### src/rtl/mem_port_arbiter.sv
// Single-port memory arbiter between instruction fetch and load/store requesters.
// Data has priority; a starvation counter forces a fetch grant after MAX_WAIT data grants.
module mem_port_arbiter #(
  parameter int AW       = 64,
  parameter int DW       = 64,
  parameter int MAX_WAIT = 2,
  parameter int CW       = 2
) (
  input  logic          clk,
  input  logic          reset,
  input  logic          if_req,
  input  logic [AW-1:0] if_addr,
  output logic [DW-1:0] if_rdata,
  output logic          if_ack,
  input  logic          d_req,
  input  logic          d_we,
  input  logic [AW-1:0] d_addr,
  input  logic [DW-1:0] d_wdata,
  output logic [DW-1:0] d_rdata,
  output logic          d_ack,
  output logic          mem_req,
  output logic          mem_we,
  output logic [AW-1:0] mem_addr,
  output logic [DW-1:0] mem_wdata,
  input  logic [DW-1:0] mem_rdata,
  input  logic          mem_ack,
  output logic [1:0]    owner
);

  // state  | meaning
  // IDLE   | arbitrate between if_req and d_req at each edge
  // IF_MEM | fetch transaction on the memory port, waiting for mem_ack
  // D_MEM  | load/store transaction on the memory port, waiting for mem_ack
  // RESP   | one-cycle acknowledge to the winning requester
  typedef enum logic [1:0] {
    IDLE   = 2'd0,
    IF_MEM = 2'd1,
    D_MEM  = 2'd2,
    RESP   = 2'd3
  } state_t;

  localparam logic [CW-1:0] WAIT_MAX = CW'(MAX_WAIT);

  state_t          state, state_nxt;
  logic [CW-1:0]   wait_cnt, wait_cnt_nxt;
  logic            mem_req_nxt, mem_we_nxt;
  logic [AW-1:0]   mem_addr_nxt;
  logic [DW-1:0]   mem_wdata_nxt;
  logic [DW-1:0]   if_rdata_nxt, d_rdata_nxt;
  logic            if_ack_nxt, d_ack_nxt;
  logic [1:0]      owner_nxt;
  logic            grant_d;

  assign grant_d = d_req && (!if_req || (wait_cnt < WAIT_MAX));

  always_ff @(posedge clk) begin
    if (!reset) begin
      state     <= IDLE;
      wait_cnt  <= '0;
      mem_req   <= 1'b0;
      mem_we    <= 1'b0;
      mem_addr  <= '0;
      mem_wdata <= '0;
      if_rdata  <= '0;
      d_rdata   <= '0;
      if_ack    <= 1'b0;
      d_ack     <= 1'b0;
      owner     <= 2'b00;
    end else begin
      state     <= state_nxt;
      wait_cnt  <= wait_cnt_nxt;
      mem_req   <= mem_req_nxt;
      mem_we    <= mem_we_nxt;
      mem_addr  <= mem_addr_nxt;
      mem_wdata <= mem_wdata_nxt;
      if_rdata  <= if_rdata_nxt;
      d_rdata   <= d_rdata_nxt;
      if_ack    <= if_ack_nxt;
      d_ack     <= d_ack_nxt;
      owner     <= owner_nxt;
    end
  end

  always_comb begin
    state_nxt     = state;
    wait_cnt_nxt  = wait_cnt;
    mem_req_nxt   = mem_req;
    mem_we_nxt    = mem_we;
    mem_addr_nxt  = mem_addr;
    mem_wdata_nxt = mem_wdata;
    if_rdata_nxt  = if_rdata;
    d_rdata_nxt   = d_rdata;
    if_ack_nxt    = 1'b0;
    d_ack_nxt     = 1'b0;
    owner_nxt     = owner;

    case (state)
      IDLE: begin
        if (grant_d) begin
          state_nxt     = D_MEM;
          mem_req_nxt   = 1'b1;
          mem_we_nxt    = d_we;
          mem_addr_nxt  = d_addr;
          mem_wdata_nxt = d_wdata;
          owner_nxt     = 2'b10;
          if (if_req && (wait_cnt != WAIT_MAX))
            wait_cnt_nxt = wait_cnt + CW'(1);
        end else if (if_req) begin
          state_nxt    = IF_MEM;
          mem_req_nxt  = 1'b1;
          mem_we_nxt   = 1'b0;
          mem_addr_nxt = if_addr;
          owner_nxt    = 2'b01;
          wait_cnt_nxt = '0;
        end
      end

      IF_MEM: begin
        if (mem_ack) begin
          state_nxt    = RESP;
          mem_req_nxt  = 1'b0;
          mem_we_nxt   = 1'b0;
          if_rdata_nxt = mem_rdata;
          if_ack_nxt   = 1'b1;
        end
      end

      D_MEM: begin
        if (mem_ack) begin
          state_nxt   = RESP;
          mem_req_nxt = 1'b0;
          mem_we_nxt  = 1'b0;
          d_rdata_nxt = mem_rdata;
          d_ack_nxt   = 1'b1;
        end
      end

      RESP: begin
        state_nxt = IDLE;
        owner_nxt = 2'b00;
      end

      default: begin
        state_nxt = IDLE;
      end
    endcase
  end

endmodule

### config.mk
export PLATFORM = sky130hd
export DESIGN_NAME = mem_port_arbiter
export DESIGN_NICKNAME = d
export VERILOG_FILES = /design/src/rtl/mem_port_arbiter.sv
export SDC_FILE = /design/constraint.sdc
export NUM_CORES = 1
export LEC_CHECK = 0
export ABC_AREA = 0
export BUFFER_PORTS_ARGS = -buffer_cell sky130_fd_sc_hd__buf_2
export CORE_AREA = 8 8 199 201
export DETAILED_ROUTE_END_ITERATION = 6
export DIE_AREA = 0 0 207 209
export PLACE_DENSITY = 0.53
export SYNTH_ARGS = -nofsm -noshare
export SYNTH_HDL_FRONTEND = slang
export SYNTH_SLANG_ARGS = --single-unit
### constraint.sdc
create_clock -name clk -period 2.3 [get_ports clk]
set_input_delay 0.115 -clock clk [delete_from_list [all_inputs] [get_ports clk]]
set_output_delay 0.115 -clock clk [all_outputs]
set_load 0.01 [all_outputs]
# [Word level (Yosys, flattened, before mapping)]
# Index checks and enable logic that the tools add are counted.
[word_totals] register_bits=266 input_bits=262 output_inout_bits=262 elab_cells=57
[classes] add_sub_neg=1 n_lt_le_gt_ge=1 eq_ne=7 muxes=18 n_reduce_logical=19
[ops] op="2-to-1 mux 64 bit" count=2
[ops] op="AND reduction 2 bit" count=8
[ops] op="2-to-1 mux 2 bit" count=6
[ops] op="2-to-1 mux 1 bit" count=6
[ops] op="one-hot mux 2 bit (3 select lines)" count=1
[ops] op="AND reduction 3 bit" count=2
[ops] op="nonzero test 2 bit" count=3
[ops] op="== test 2 bit (second input constant)" count=2
[ops] op="!= test 2 x 1 -> 1 bit (second input constant)" count=2
[ops] op="one-hot mux 1 bit (2 select lines)" count=2
[ops] op="one-hot mux 2 bit (2 select lines)" count=1
[ops] op="!= test 3 bit (second input constant)" count=1
[ops] op="adder 2 x 1 -> 2 bit (second input constant)" count=1
[ops] op="== test 2 x 1 -> 1 bit (second input constant)" count=1
[ops] op="logical AND 1 bit" count=2
[ops] op="zero test 2 bit" count=1
[ops] op="less-than comparator 2 bit (second input constant)" count=1
[ops] op="!= test 2 bit (second input constant)" count=1
[ops] op="OR reduction 2 bit" count=1
[ops] op="zero test 1 bit" count=1
[ops] op="logical OR 1 bit" count=1

# [Longest topological paths before layout]
[depth] depth_word=5 ltp_mapped=8 depth_no_buf=5

# [Worst setup path before layout]
# No wires, ideal clock.
[synth_timing] path_type="register -> register" startpoint="register state[0]" endpoint="register mem_req" setup_ns=0.069 arrival_time_ns=1.458 required_ns=2.231 path_slack_ns=0.773 stages_incl_launch_ff=7 n_path_buf=1 period_less_slack_ns=1.527 path_cell_list="dfxtp_1 inv_1 ha_1 clkbuf_1 nor3b_2 or4b_1 o21ai_1"
[synth_via] elab_chain_len=4 word_cells_on_any_way=9 classes_between="eq/ne (4); mux (1); reduce/logical (4)"
[synth_rtl] item="start, declared" line="44" rtl="state_t state, state_nxt;"
[synth_rtl] item="start signal, assigned" line="70" rtl="state <= state_nxt;"
[synth_rtl] item="== test 2 bit or == test 2 x 1 -> 1 bit (tied branches)" line="97" rtl="case (state)"
[synth_rtl] item="OR reduction 2 bit (no source line)"
[synth_rtl] item="!= test 2 x 1 -> 1 bit (no source line) or nonzero test 2 bit (tied branches)"
[synth_rtl] item="AND reduction 3 bit (no source line)"
[synth_rtl] item="end signal, assigned" line="72" rtl="mem_req <= mem_req_nxt;"
[synth_rtl] item="end, declared" line="21" rtl="output logic mem_req,"
# Several ways; a longest one is shown, not always the timed one.
# A chain may end at the register's enable or synchronous reset.

# [Worst setup path after layout]
[layout_timing] startpoint="register state[0]" endpoint="register mem_addr[6]"
[layout_via] elab_chain_len=2
[layout_rtl] item="zero test 2 bit" line="97"
[layout_rtl] item="AND reduction 2 bit (no source line)"
[layout_rtl] item="end signal, assigned" line="74" rtl="mem_addr <= mem_addr_nxt;"
[layout_rtl] item="end, declared" line="23" rtl="output logic [AW-1:0] mem_addr,"
# Every way passes these cells.

==> reports/results.tsv <==
stage	metric	value	unit
logic_synthesis	register area share after synthesis	51.7	%
clock_tree	TritonCTS Sinks	266	
placement	DP HPWL	29.9	mm
global_route	gr ovfl total	0	
sta	Pins Over Slew Limit	0	
power	clock share of power	29.9	%
logic_synthesis	FF+latch count, synth	266	
sta	fin crit share	94.3	%
global_route	largest net degree at the start of global routing	88	
power	sequential power share	36.3	%
floorplanning	Ports	524	
critical_path	Worst Path Required	2.79	ns
global_route	initial antenna violation count	7	
power	switch share	33.7	%
floorplanning	Die W	207	µm
power	Int Power	0.0111	W
clock_tree	clock root cell	clkbuf_16	
route	Routed WL	44.4	mm
logic_synthesis	Synth Area per Inst	8.14	µm²
logic_synthesis	commonest cells in the netlist	nand2_1 (457), dfxtp_1 (266), a21boi_1 (131), o21ai_1 (115)	
critical_path	CP startpoint kind	flop	
final_layout	final net count	2262	
floorplanning	Core Box Area	36300	µm²
logic_synthesis	Post-synth EDFFs	0	
clock_tree	CTS Buffer Depth	3	
clock_tree	Num CTS Buffers	30	
route	Detail Route Antenna Nets	0	
logic_synthesis	ys async rst share	0	%
sta	Tightest Pin Transition	0.535	ns
power	PD cells	980	nW/µm²
power	Final Power	0.0167	W
power	Peak VDD IR	589	µV
sta	max_slew headroom	64.4	%
critical_path	critical path capture point	mem_addr[6]	
floorplanning	Initial Util	28.4	%
power	Comb power frac	33.8	%
logic_synthesis	post-synth top area share	51.7	%
sta	Clock Skew	0.0125	ns
placement	dpl ws	0.496	ns
critical_path	WP data arrival	2.66	ns
route	vias after detailed routing	11700	
sta	fmax	461	MHz
critical_path	R2R setup slack	0.13	ns
logic_synthesis	Synth area leaders	dfxtp_1 (52%), nand2_1 (17%), a21boi_1 (9.6%)	
floorplanning	die area	43300	µm²
logic_synthesis	Syn Std Cell Area	10300	µm²
route	TritonRoute pass-1 iters	5	
sta	Tmin final	2.17	ns
logic_synthesis	largest area contributor in the netlist	dfxtp_1	
logic_synthesis	dominant synthesized flop cell	dfxtp_1	
critical_path	Critical R2R Launch	state[0]	
min_path	depth of the worst hold-timing path	4	
outcome	status	complete, no violations	
final_layout	Layout Utilization	47.0	%
flow_run	Max Cap Viol	0	
route	DR vias/cell	4.71	
logic_synthesis	syn nets	1532	
global_route	GRT Util Overall	19.2	%
logic_synthesis	unique cell type count in the Yosys netlist	34	
route	wire length per cell	17.8	µm
power	P_leak	7.79	nW
min_path	Hold Crit Class	in2reg	
final_layout	layout cell share with drive strength beyond 1	30.5	%
critical_path	critical path fanouts, max	35	
sta	count of final setup violators	0	
sta	worst hold margin	0.0938	ns
floorplanning	Die Ht	209	µm
clock_tree	Worst-Skew Late Latency	0.56	ns
sta	RSZ-0062 raised after global routing	false	
placement	gpl congestion	0.806	
sta	Fin. Hold Viols	0	
critical_path	reg2reg end	mem_addr[6]	
sta	final setup TNS	0	ns
min_path	min-delay src	d_req	
critical_path	crit path kind	reg2reg	
critical_path	CP startpoint	state[0]	
clock_tree	CTS tree	done	
power	Switching Power	0.00562	W
clock_tree	Worst-path clk slew	0.06	ns
placement	Port-buffer cells	523	
logic_synthesis	top-count cell post-synth	nand2_1	
critical_path	R2R cell count	7	
route	DRT iter0 DRCs	589	
logic_synthesis	Yosys warnings	0	
final_layout	synth-to-layout area growth	65.5	%
critical_path	CP endpoint kind	flop	
logic_synthesis	post-synthesis cell count	1264	
global_route	vias in the first global route	12000	
floorplanning	Rows	70	
clock_tree	H-tree lvl count	1	
sta	PnR worst setup slack	0.130	ns
route	drc violations	0	
global_route	first-pass GRT wire length	68.3	mm
==> state kept, by name, indices dropped and copies added, names as in the netlist <==
signal and cells:
d_ack 1, d_rdata 64, if_ack 1, if_rdata 64, mem_addr 64, mem_req 1, mem_wdata 64, mem_we 1
owner 2, state 2, wait_cnt 2
==> placed cells by master (no fill, tap or decap), types with 5 or more instances in the layout <==
cell type / instances
clkbuf_16: 31
clkbuf_1: 5
clkinv_2: 6
diode_2: 5
dfxtp_1: 266
ha_1: 5
nand2_1: 455
o21ai_1: 115
nand4_1: 64
o21ai_0: 18
buf_12: 11
a31oi_1: 64
clkbuf_8: 12
a21boi_1: 131
buf_4: 17
dlygate4sd3_1: 258
buf_2: 522
==> repair_timing <==
action                                 CTS  global route
setup buffers                            0             5
hold buffers                           258             0
endpoints found under the hold margin  259             0
setup endpoints to repair                0            30
gates resized for setup                  0             1
==> stage by stage <==
stage / instances / cell area [µm²]
2_1_floorplan: 1264 / 10300
3_3_place_gp: 2165 / 13300
3_5_place_dp: 2165 / 13300
4_1_cts: 2479 / 17000
5_1_grt: 2491 / 17000
6_report: 2491 / 17000
==> per-layer routing <==
layer | share of wire (%) | GRT usage [%] | vias up
met1 | 41 | 22.5 | 5408
met2 | 47 | 32.3 | 480
met5 | 0 | 0 | -
met3 | 8.1 | 6.17 | 81
met4 | 3.2 | 7.17 | 0
li1 | - | - | 5764
==> cell families after synthesis <==
family	count (synthesis)	synth area share, %
mux	1	0.0972
fa+ha+maj	6	0.729
simple gates	538	21.7
buf+inv	117	5.10
compound gates	336	20.6
flops	266	51.7
==> cell type report <==
class | instances | area (µm²)
multi-input cells | 883 | 4490
diodes | 5 | 12.5
inverters | 3 | 11.3
clock buffers | 47 | 946
repair buffers | 810 | 5570
clock inverters | 9 | 97.6
flip-flops and latches | 266 | 5330
well taps | 468 | 586
fillers | 3490 | 19200
==> worst max-delay path: stages (launching register included) <==
cell	delay (ns)
dfxtp_1	0.34
inv_1	0.11
ha_2	0.29
o21a_4	0.26
buf_12	0.21
o21ai_0	0.13
a31oi_1	0.17
dlygate4sd3_1	0.57
==> worst min path at each step <==
| stage | end |
|---|---|
| final | wait_cnt[1] |
| after global routing | wait_cnt[1] |
| after CTS | wait_cnt[1] |
| after detailed placement | mem_wdata[48] |
| after global placement | mem_wdata[10] |
| after floorplan | d_rdata[0] |
==> power by group through the flow <==
stage	registers, W	clock network [W]	logic (W)
finish	0.00606	0.00499	0.00564
global placement	0.00610	0	0.00470
floorplan	0.00654	0	0.00213
detailed placement	0.00612	0	0.00473
global route	0.00618	0.00531	0.00614
CTS	0.00605	0.00511	0.00551
(Power assumes the default switching activity.)
